$ cat src/rtl/iterative_divider.sv
`default_nettype none
// ============================================================================
// Module      : iterative_divider
// Description : Restoring divider, one quotient bit per clock, valid/ready I/O.
//               Define SIGNED_DIV_EN to honour is_signed (RISC-V semantics).
// Revision    : 1.0 - initial release
// ============================================================================
module iterative_divider #(
    parameter int XLEN = 64
) (
    input  logic            clk,
    input  logic            rst,
    input  logic            in_valid,
    output logic            in_ready,
    input  logic [XLEN-1:0] dividend,
    input  logic [XLEN-1:0] divisor,
    input  logic            is_signed,
    output logic            out_valid,
    input  logic            out_ready,
    output logic [XLEN-1:0] quotient,
    output logic [XLEN-1:0] remainder,
    output logic            div_by_zero
);

    localparam int CW = $clog2(XLEN + 1);

    typedef enum logic [1:0] {
        S_IDLE = 2'd0,
        S_CALC = 2'd1,
        S_FIX  = 2'd2,
        S_DONE = 2'd3
    } state_t;

    state_t          r_state;
    state_t          w_next_state;
    logic [CW-1:0]   r_count;
    logic [XLEN-1:0] r_rem;
    logic [XLEN-1:0] r_quo;
    logic [XLEN-1:0] r_dvsr;
    logic [XLEN-1:0] r_dividend;
    logic            r_dvsr_zero;
    logic [XLEN-1:0] r_quotient;
    logic [XLEN-1:0] r_remainder;
    logic            r_div_by_zero;

    logic            w_accept;
    logic [XLEN-1:0] w_dd_mag;
    logic [XLEN-1:0] w_dv_mag;
    logic [XLEN:0]   w_shifted;
    logic [XLEN:0]   w_trial;
    logic [XLEN-1:0] w_rem_next;
    logic [XLEN-1:0] w_quo_next;
    logic [XLEN-1:0] w_fix_q;
    logic [XLEN-1:0] w_fix_r;
    logic            w_fix_dbz;

`ifdef SIGNED_DIV_EN
    localparam logic [XLEN-1:0] C_MOST_NEG = {1'b1, {(XLEN-1){1'b0}}};
    logic w_dd_neg;
    logic w_dv_neg;
    logic w_ovf;
    logic r_q_neg;
    logic r_r_neg;
    logic r_ovf;

    assign w_dd_neg = is_signed & dividend[XLEN-1];
    assign w_dv_neg = is_signed & divisor[XLEN-1];
    assign w_dd_mag = w_dd_neg ? -dividend : dividend;
    assign w_dv_mag = w_dv_neg ? -divisor  : divisor;
    assign w_ovf    = is_signed && (dividend == C_MOST_NEG) && (divisor == '1);
`else
    logic w_unused;

    assign w_unused = is_signed;
    assign w_dd_mag = dividend;
    assign w_dv_mag = divisor;
`endif

    assign w_accept = (r_state == S_IDLE) && in_valid;

    // r_quo doubles as the dividend shift register: its MSB feeds the remainder
    // while freshly decided quotient bits enter at the LSB.
    assign w_shifted  = {r_rem, r_quo[XLEN-1]};
    assign w_trial    = w_shifted - {1'b0, r_dvsr};
    assign w_rem_next = w_trial[XLEN] ? w_shifted[XLEN-1:0] : w_trial[XLEN-1:0];
    assign w_quo_next = {r_quo[XLEN-2:0], ~w_trial[XLEN]};

    always_comb begin
        w_fix_q   = r_quo;
        w_fix_r   = r_rem;
        w_fix_dbz = 1'b0;
`ifdef SIGNED_DIV_EN
        if (r_q_neg) w_fix_q = -r_quo;
        if (r_r_neg) w_fix_r = -r_rem;
        if (r_ovf) begin
            w_fix_q = r_dividend;
            w_fix_r = '0;
        end
`endif
        if (r_dvsr_zero) begin
            w_fix_q   = '1;
            w_fix_r   = r_dividend;
            w_fix_dbz = 1'b1;
        end
    end

    always_ff @(posedge clk) begin
        if (rst) r_state <= S_IDLE;
        else     r_state <= w_next_state;
    end

    always_comb begin
        w_next_state = r_state;
        in_ready     = 1'b0;
        out_valid    = 1'b0;
        case (r_state)
            S_IDLE: begin
                in_ready = 1'b1;
                if (in_valid) w_next_state = S_CALC;
            end
            S_CALC: if (r_count == CW'(1)) w_next_state = S_FIX;
            S_FIX:  w_next_state = S_DONE;
            S_DONE: begin
                out_valid = 1'b1;
                if (out_ready) w_next_state = S_IDLE;
            end
            default: w_next_state = S_IDLE;
        endcase
    end

    always_ff @(posedge clk) begin
        if (rst) begin
            r_count       <= '0;
            r_rem         <= '0;
            r_quo         <= '0;
            r_dvsr        <= '0;
            r_dividend    <= '0;
            r_dvsr_zero   <= 1'b0;
            r_quotient    <= '0;
            r_remainder   <= '0;
            r_div_by_zero <= 1'b0;
`ifdef SIGNED_DIV_EN
            r_q_neg       <= 1'b0;
            r_r_neg       <= 1'b0;
            r_ovf         <= 1'b0;
`endif
        end else begin
            case (r_state)
                S_IDLE: begin
                    if (w_accept) begin
                        r_count     <= CW'(XLEN);
                        r_rem       <= '0;
                        r_quo       <= w_dd_mag;
                        r_dvsr      <= w_dv_mag;
                        r_dividend  <= dividend;
                        r_dvsr_zero <= (divisor == '0);
`ifdef SIGNED_DIV_EN
                        r_q_neg     <= w_dd_neg ^ w_dv_neg;
                        r_r_neg     <= w_dd_neg;
                        r_ovf       <= w_ovf;
`endif
                    end
                end
                S_CALC: begin
                    r_count <= r_count - 1'b1;
                    r_rem   <= w_rem_next;
                    r_quo   <= w_quo_next;
                end
                S_FIX: begin
                    r_quotient    <= w_fix_q;
                    r_remainder   <= w_fix_r;
                    r_div_by_zero <= w_fix_dbz;
                end
                default: ;
            endcase
        end
    end

    assign quotient    = r_quotient;
    assign remainder   = r_remainder;
    assign div_by_zero = r_div_by_zero;

endmodule
`default_nettype wire

$ cat config.mk
export PLATFORM = sky130hd
export DESIGN_NAME = iterative_divider
export DESIGN_NICKNAME = d
export VERILOG_FILES = /design/src/rtl/iterative_divider.sv
export SDC_FILE = /design/constraint.sdc
export NUM_CORES = 1
export LEC_CHECK = 0
export BUFFER_PORTS_ARGS = -buffer_cell sky130_fd_sc_hd__buf_2
export CAP_MARGIN = 5
export CORE_ASPECT_RATIO = 1.25
export CORE_MARGIN = 10
export CORE_UTILIZATION = 25
export DETAILED_ROUTE_END_ITERATION = 12
export REMOVE_ABC_BUFFERS = 1
export SYNTH_ARGS = -nofsm -noshare
export SYNTH_HDL_FRONTEND = slang
export SYNTH_SLANG_ARGS = --single-unit
$ cat constraint.sdc
create_clock -name clk -period 4 [get_ports clk]
set_input_delay 0.6 -clock clk [delete_from_list [all_inputs] [get_ports clk]]
set_output_delay 0.6 -clock clk [all_outputs]
set_load 0.05 [all_outputs]
; ---- Word level (Yosys, flattened, before mapping)
; Index checks and enable logic that the tools add are counted.
[totals]
register_bits = 395
latchBits = 0
mem_bits_rw = 0
mem_bits_ro = 0
in_bits = 133
output_inout_bits = 131
word_cells = 44
n_memories = 0
[op_classes]
n_addsub = 2
mul = 0
div_mod_pow = 0
magnitude_cmp = 0
eq_ne = 8
n_shift = 0
n_mux = 16
bitwise = 1
reduce_logical = 7
[ops]
columns = op, n
row1 = two-way mux 64 bit, 5
row2 = case mux 64 bit (2 select lines), 2
row3 = subtractor 65 x 64 -> 65 bit, 1
row4 = zero test 64 bit, 1
row5 = case mux 7 bit (2 select lines), 1
row6 = "!= test 2 bit, second input constant", 4
row7 = case mux 2 bit (4 select lines), 1
row8 = "equality test 7 x 1 -> 1 bit, second input constant", 1
row9 = two-way mux 7 bit, 1
row10 = "subtractor 7 x 1 -> 7 bit, second input constant", 1
row11 = two-way mux 2 bit, 3
row12 = "equality test 2 bit, second input constant", 2
row13 = AND reduction 2 bit, 2
row14 = two-way mux 1 bit, 3
row15 = AND reduction 3 bit, 1
row16 = "equality test 2 x 1 -> 1 bit, second input constant", 1
row17 = zero test 2 bit, 1
row18 = nonzero test 2 bit, 1
row19 = logical AND 1 bit, 1
row20 = NOT 1 bit, 1

; ---- Logic depth before layout (Yosys ltp)
[depth]
ltp_word = 4
ltp_mapped = 15
mapped_depth_nobuf = 14

; ---- Worst setup path before layout
; No wires, ideal clock.
[synth_path]
path_type = register -> register
start = reg r_quo[63]
end = reg r_rem[58]
setup_time_ns = 0.132
t_arrival_ns = 3.421
required_time_ns = 3.868
setup_slack_ns = 0.447
stages_incl_launch_ff = 16
path_buffers = 1
period_less_slack_ns = 3.553
path_cell_list = dfxtp_1 > inv_1 > ha_1 > inv_1 > fa_1 > a21o_1 > a221oi_2 > o211ai_2 > a2111oi_2 > o21ai_1 > and2_4 > a41oi_4 > mux2i_1 > clkbuf_1 > a21o_1 > o211ai_1
[synth_via]
elab_chain_cells = 3
[synth_rtl]
columns = item, line
row1 = from (decl), 38  ; logic [XLEN-1:0] r_quo;
row2 = from (signal assigned), 153  ; r_quo <= w_dd_mag;
row3 = from (signal assigned), 167  ; r_quo <= w_quo_next;
row4 = subtractor 65 x 64 -> 65 bit, 84  ; assign w_trial = w_shifted - {1'b0, r_dvsr};
row5 = two-way mux 64 bit, 85  ; assign w_rem_next = w_trial[XLEN] ? w_shifted[XLEN-1:0] : w_trial[XLEN-1:0];
row6 = case mux 64 bit (2 select lines), 148  ; case (r_state)
row7 = to (signal assigned), 166  ; r_rem <= w_rem_next;
row8 = to (decl), 37  ; logic [XLEN-1:0] r_rem;
; Every way passes these cells.
; A chain may end at the register's enable or synchronous reset.

; ---- Worst setup path in the final report
[layout_path]
start = reg r_quo[63]
end = reg r_rem[63]
; Same word-level chain as after synthesis.

==> results.json <==
{
  "grt_pass1_wl_mm": 101,
  "dp_cells": 3454,
  "ctsLongestPathBuffers": 3,
  "yosys.area_share.adder_pct": 4.65,
  "outcome": "finished clean",
  "slew_headroom_pct": 38.5,
  "worst_r2r_path_depth": 16,
  "rsz0062_at_grt": "no",
  "setup_viol": 0,
  "ant_nets": 0,
  "syn_area_um2": 19300,
  "place_area_um2": 21600,
  "rrSetupSlack_ns": 0.19,
  "reg2reg_to": "r_rem[63]$_SDFFE_PP0P_",
  "first_pass_iters": 5,
  "cap_violations": 0,
  "finalClockSkew_ns": 0.0218,
  "crit_path_start_kind": "flop",
  "hold_path_end": "r_dvsr[32]$_SDFFE_PP0P_",
  "holdPathStages": 3,
  "synth_area_per_cell_um2": 8.22,
  "min_period_ns": 3.81,
  "muxShareOfSynthArea_pct": 8.79,
  "clock.fmax_mhz": 262,
  "synth_top_family_by_area": "compound AO/OA/AOI/OAI gates",
  "pre_cts_slack_ns": -0.0373,
  "critPathCaptureType": "flop",
  "crit_required_ns": 4.52,
  "timing.hold.ws_ns": 0.244,
  "final_cell_area_um2": 23200,
  "critical_path_peak_fanout": 9,
  "fillCellCount": 8139,
  "grt_max_degree": 131,
  "die_area_um2": 88600,
  "rows": 113,
  "netlist_instances": 2341,
  "ios": 264,
  "yosysUniqueCellTypes": 71,
  "htree_levels": 2,
  "yosysSeqAreaShare_pct": 41.1,
  "total_power_uw": 19400,
  "first_global_vias": 16600,
  "grtUsageMet3_pct": 4.20,
  "p_per_area_nw_per_um2": 836,
  "drv_slew": 0,
  "clkLatencyLatePin_ns": 0.60,
  "drive_gt1_share_pct": 16.1,
  "cp_num_buf_inv": 4,
  "instances_no_fill": 3550,
  "routabilityCongestion": 0.914,
  "synth_xor_area_share_pct": 2.99,
  "initial_core_util_pct": 25.3,
  "path_clk_slew_ns": 0.07,
  "synthFlopType": "dfxtp_1",
  "fin_crit_sh_pct": 95.4,
  "worst_pin_slew_ns": 0.923,
  "area_delta_synth_final_pct": 20.5,
  "arrival_ns": 4.34,
  "fin_nets": 2729,
  "yosys.area_share.simple_pct": 16.0,
  "routedWlPerCell_um": 18.9,
  "port_buffers": 262,
  "drc": 0,
  "hold_class": "primary input to flop",
  "place_hpwl_mm": 49.0,
  "grt-busiest-layer": "met2",
  "power_leakage_uw": 0.00918,
  "die_x_um": 268,
  "cp_top_family": "compound AO/OA/AOI/OAI gates",
  "core_um2": 76200,
  "finalHoldViolCount": 0,
  "r2r-start": "r_quo[63]$_SDFFE_PP0P_",
  "cts.sinks": 395,
  "critPathKind": "flop to flop",
  "final_cell_mix": "394 x dfxtp_1, 369 x nand2_1, 261 x buf_2, 251 x nor2_1, 218 x a21oi_1",
  "postSynth.asyncResetShare_pct": 0,
  "vias_per_cell": 4.88,
  "slowest_stage": "fa_1",
  "cp_slowest_stage_delay_ns": 0.40,
  "cp_cell_sequence": "inv_1 -> ha_2 -> inv_1 -> fa_1 -> a21o_1 -> a221oi_4 -> o211ai_2 -> a2111oi_4 -> o21ai_1 -> and2_4 -> a41oi_4 -> buf_4 -> xor2_4 -> buf_4 -> nor3_1 -> a22oi_1",
  "final_common_cell": "dfxtp_1",
  "cts_buffers": 44,
  "wl_mm": 67.1,
  "cts_tree": "built",
  "ir_drop_v": 0.000413,
  "drt_iter0_drc": 1121,
  "timing.final.ws_setup_ns": 0.185,
  "yosysWarnings": 0,
  "synth-compound-area-share_pct": 21.4,
  "antenna_found_initial": 38,
  "die_h_um": 330,
  "overflow": 0,
  "grt_use_total_pct": 14.6,
  "grt.met1_usage_pct": 17.7,
  "hold_start": "divisor[32]",
  "cts_root_buf": "clkbuf_16",
  "via_count": 17336,
  "cts-hold-fix-buffers": 0,
  "grt_use_met2_pct": 24.5,
  "synth_edf_count": 0,
  "ys_ff_latch": 395
}
==> per-stage QoR <==
stage	TNS (ns)	utilization [%]
2_1_floorplan	-488.79	-
3_3_place_gp	0	28.4
3_5_place_dp	-0.174	28.4
4_1_cts	0	30.3
5_1_grt	0	30.4
6_report	0	30.4
==> repair_timing <==
item	CTS	global route
endpoints found under the setup margin	31	64
cloned	0	0
hold endpoints to repair	0	0
resized for setup	1	5
pin swaps	1	1
buffers inserted	1	1
==> worst max path at each step <==
| stage | startpoint | endpoint | cells past startpoint |
|---|---|---|---|
| after detailed placement | r_quo[63]$_SDFFE_PP0P_ | r_rem[38]$_SDFFE_PP0P_ | 15 |
| final | r_quo[63]$_SDFFE_PP0P_ | r_rem[63]$_SDFFE_PP0P_ | 16 |
| after global placement | r_quo[63]$_SDFFE_PP0P_ | r_rem[34]$_SDFFE_PP0P_ | 15 |
| after floorplan | r_state[1]$_SDFFE_PP0P_ | r_rem[63]$_SDFFE_PP0P_ | 8 |
| after global routing | r_quo[63]$_SDFFE_PP0P_ | r_rem[59]$_SDFFE_PP0P_ | 16 |
| after CTS | r_quo[63]$_SDFFE_PP0P_ | r_rem[38]$_SDFFE_PP0P_ | 15 |
==> cell usage after synthesis (4+ instances only) <==
| library cell | n | area [µm²] |
|---|---|---|
| and2_1 | 5 | 31.3 |
| a21oi_1 | 218 | 1090 |
| inv_1 | 81 | 304 |
| o21ai_0 | 91 | 455 |
| nor2b_1 | 4 | 25.0 |
| o31ai_1 | 4 | 30.0 |
| o21bai_1 | 17 | 128 |
| a221o_1 | 4 | 40.0 |
| xnor2_1 | 34 | 298 |
| xor2_1 | 28 | 245 |
| o21ai_1 | 4 | 20.0 |
| buf_2 | 12 | 60.1 |
| mux2i_1 | 169 | 1690 |
| o211ai_1 | 8 | 60.1 |
| a31o_2 | 4 | 35.0 |
| and3_1 | 5 | 31.3 |
| a211oi_1 | 136 | 1020 |
| nand3_1 | 28 | 140 |
| nor2_1 | 252 | 946 |
| buf_1 | 17 | 63.8 |
| nor4_1 | 21 | 131 |
| a31oi_1 | 10 | 62.6 |
| a32oi_1 | 19 | 166 |
| dfxtp_1 | 395 | 7910 |
| o21a_1 | 5 | 37.5 |
| a21o_1 | 30 | 225 |
| ha_1 | 70 | 876 |
| nor3_1 | 12 | 60.1 |
| o22ai_1 | 64 | 400 |
| nand2b_1 | 7 | 43.8 |
| nand2_1 | 370 | 1390 |
| clkbuf_1 | 135 | 507 |
| nand4_1 | 24 | 150 |
==> metal layers <==
layer,up-vias,part of all wire (%)
met5,-,0.39
met4,38,2.6
met3,125,6.6
met2,342,48
met1,8146,43
li1,8685,-
==> cell type report <==
cell class | instances | area, µm² | area share, %
repair buffers | 308 | 1780 | 7.68
well taps | 977 | 1220 | 5.27
clock buffers | 64 | 1320 | 5.68
clock inverters | 18 | 160 | 0.690
diodes | 12 | 30.0 | 0.129
inverters | 81 | 304 | 1.31
flip-flops and latches | 395 | 7910 | 34.1
multi-input cells | 1695 | 10500 | 45.1
==> where the power goes <==
part           total [µW]  switching, µW  internal, µW
Combinational        9540           6380          3160
Sequential           5680            685          5000
Clock                4170           1800          2380
Total               19400           8860         10500
==> logic make-up after synthesis <==
logic type                 after synthesis
AOI/OAI and AO/OA                      646
xor gates and xnor gates                64
and+or+nand+nor                        745
muxes                                  169
adders and majority gates               71
DFF                                    395
buffers and inverters                  251
==> state kept, by name (all words and copies together) (netlist names) <==
name / flops
r_state: 2
r_count: 7
quotient: 64
r_quo: 64
r_rem: 64
div_by_zero: 1
remainder: 64
r_dvsr_zero: 1
r_dividend: 64
r_dvsr: 64
==> worst register-to-register path: stages (launching register included) <==
cell and delay [ns]:
dfxtp_1 0.31, inv_1 0.08, ha_2 0.25, inv_1 0.07
fa_1 0.40, a21o_1 0.23, a221oi_4 0.29, o211ai_2 0.19
a2111oi_4 0.39, o21ai_1 0.15, and2_4 0.18, a41oi_4 0.28
buf_4 0.20, xor2_4 0.26, buf_4 0.24, nor3_1 0.08
a22oi_1 0.15
Note: power is estimated with default switching activity, not from simulation.
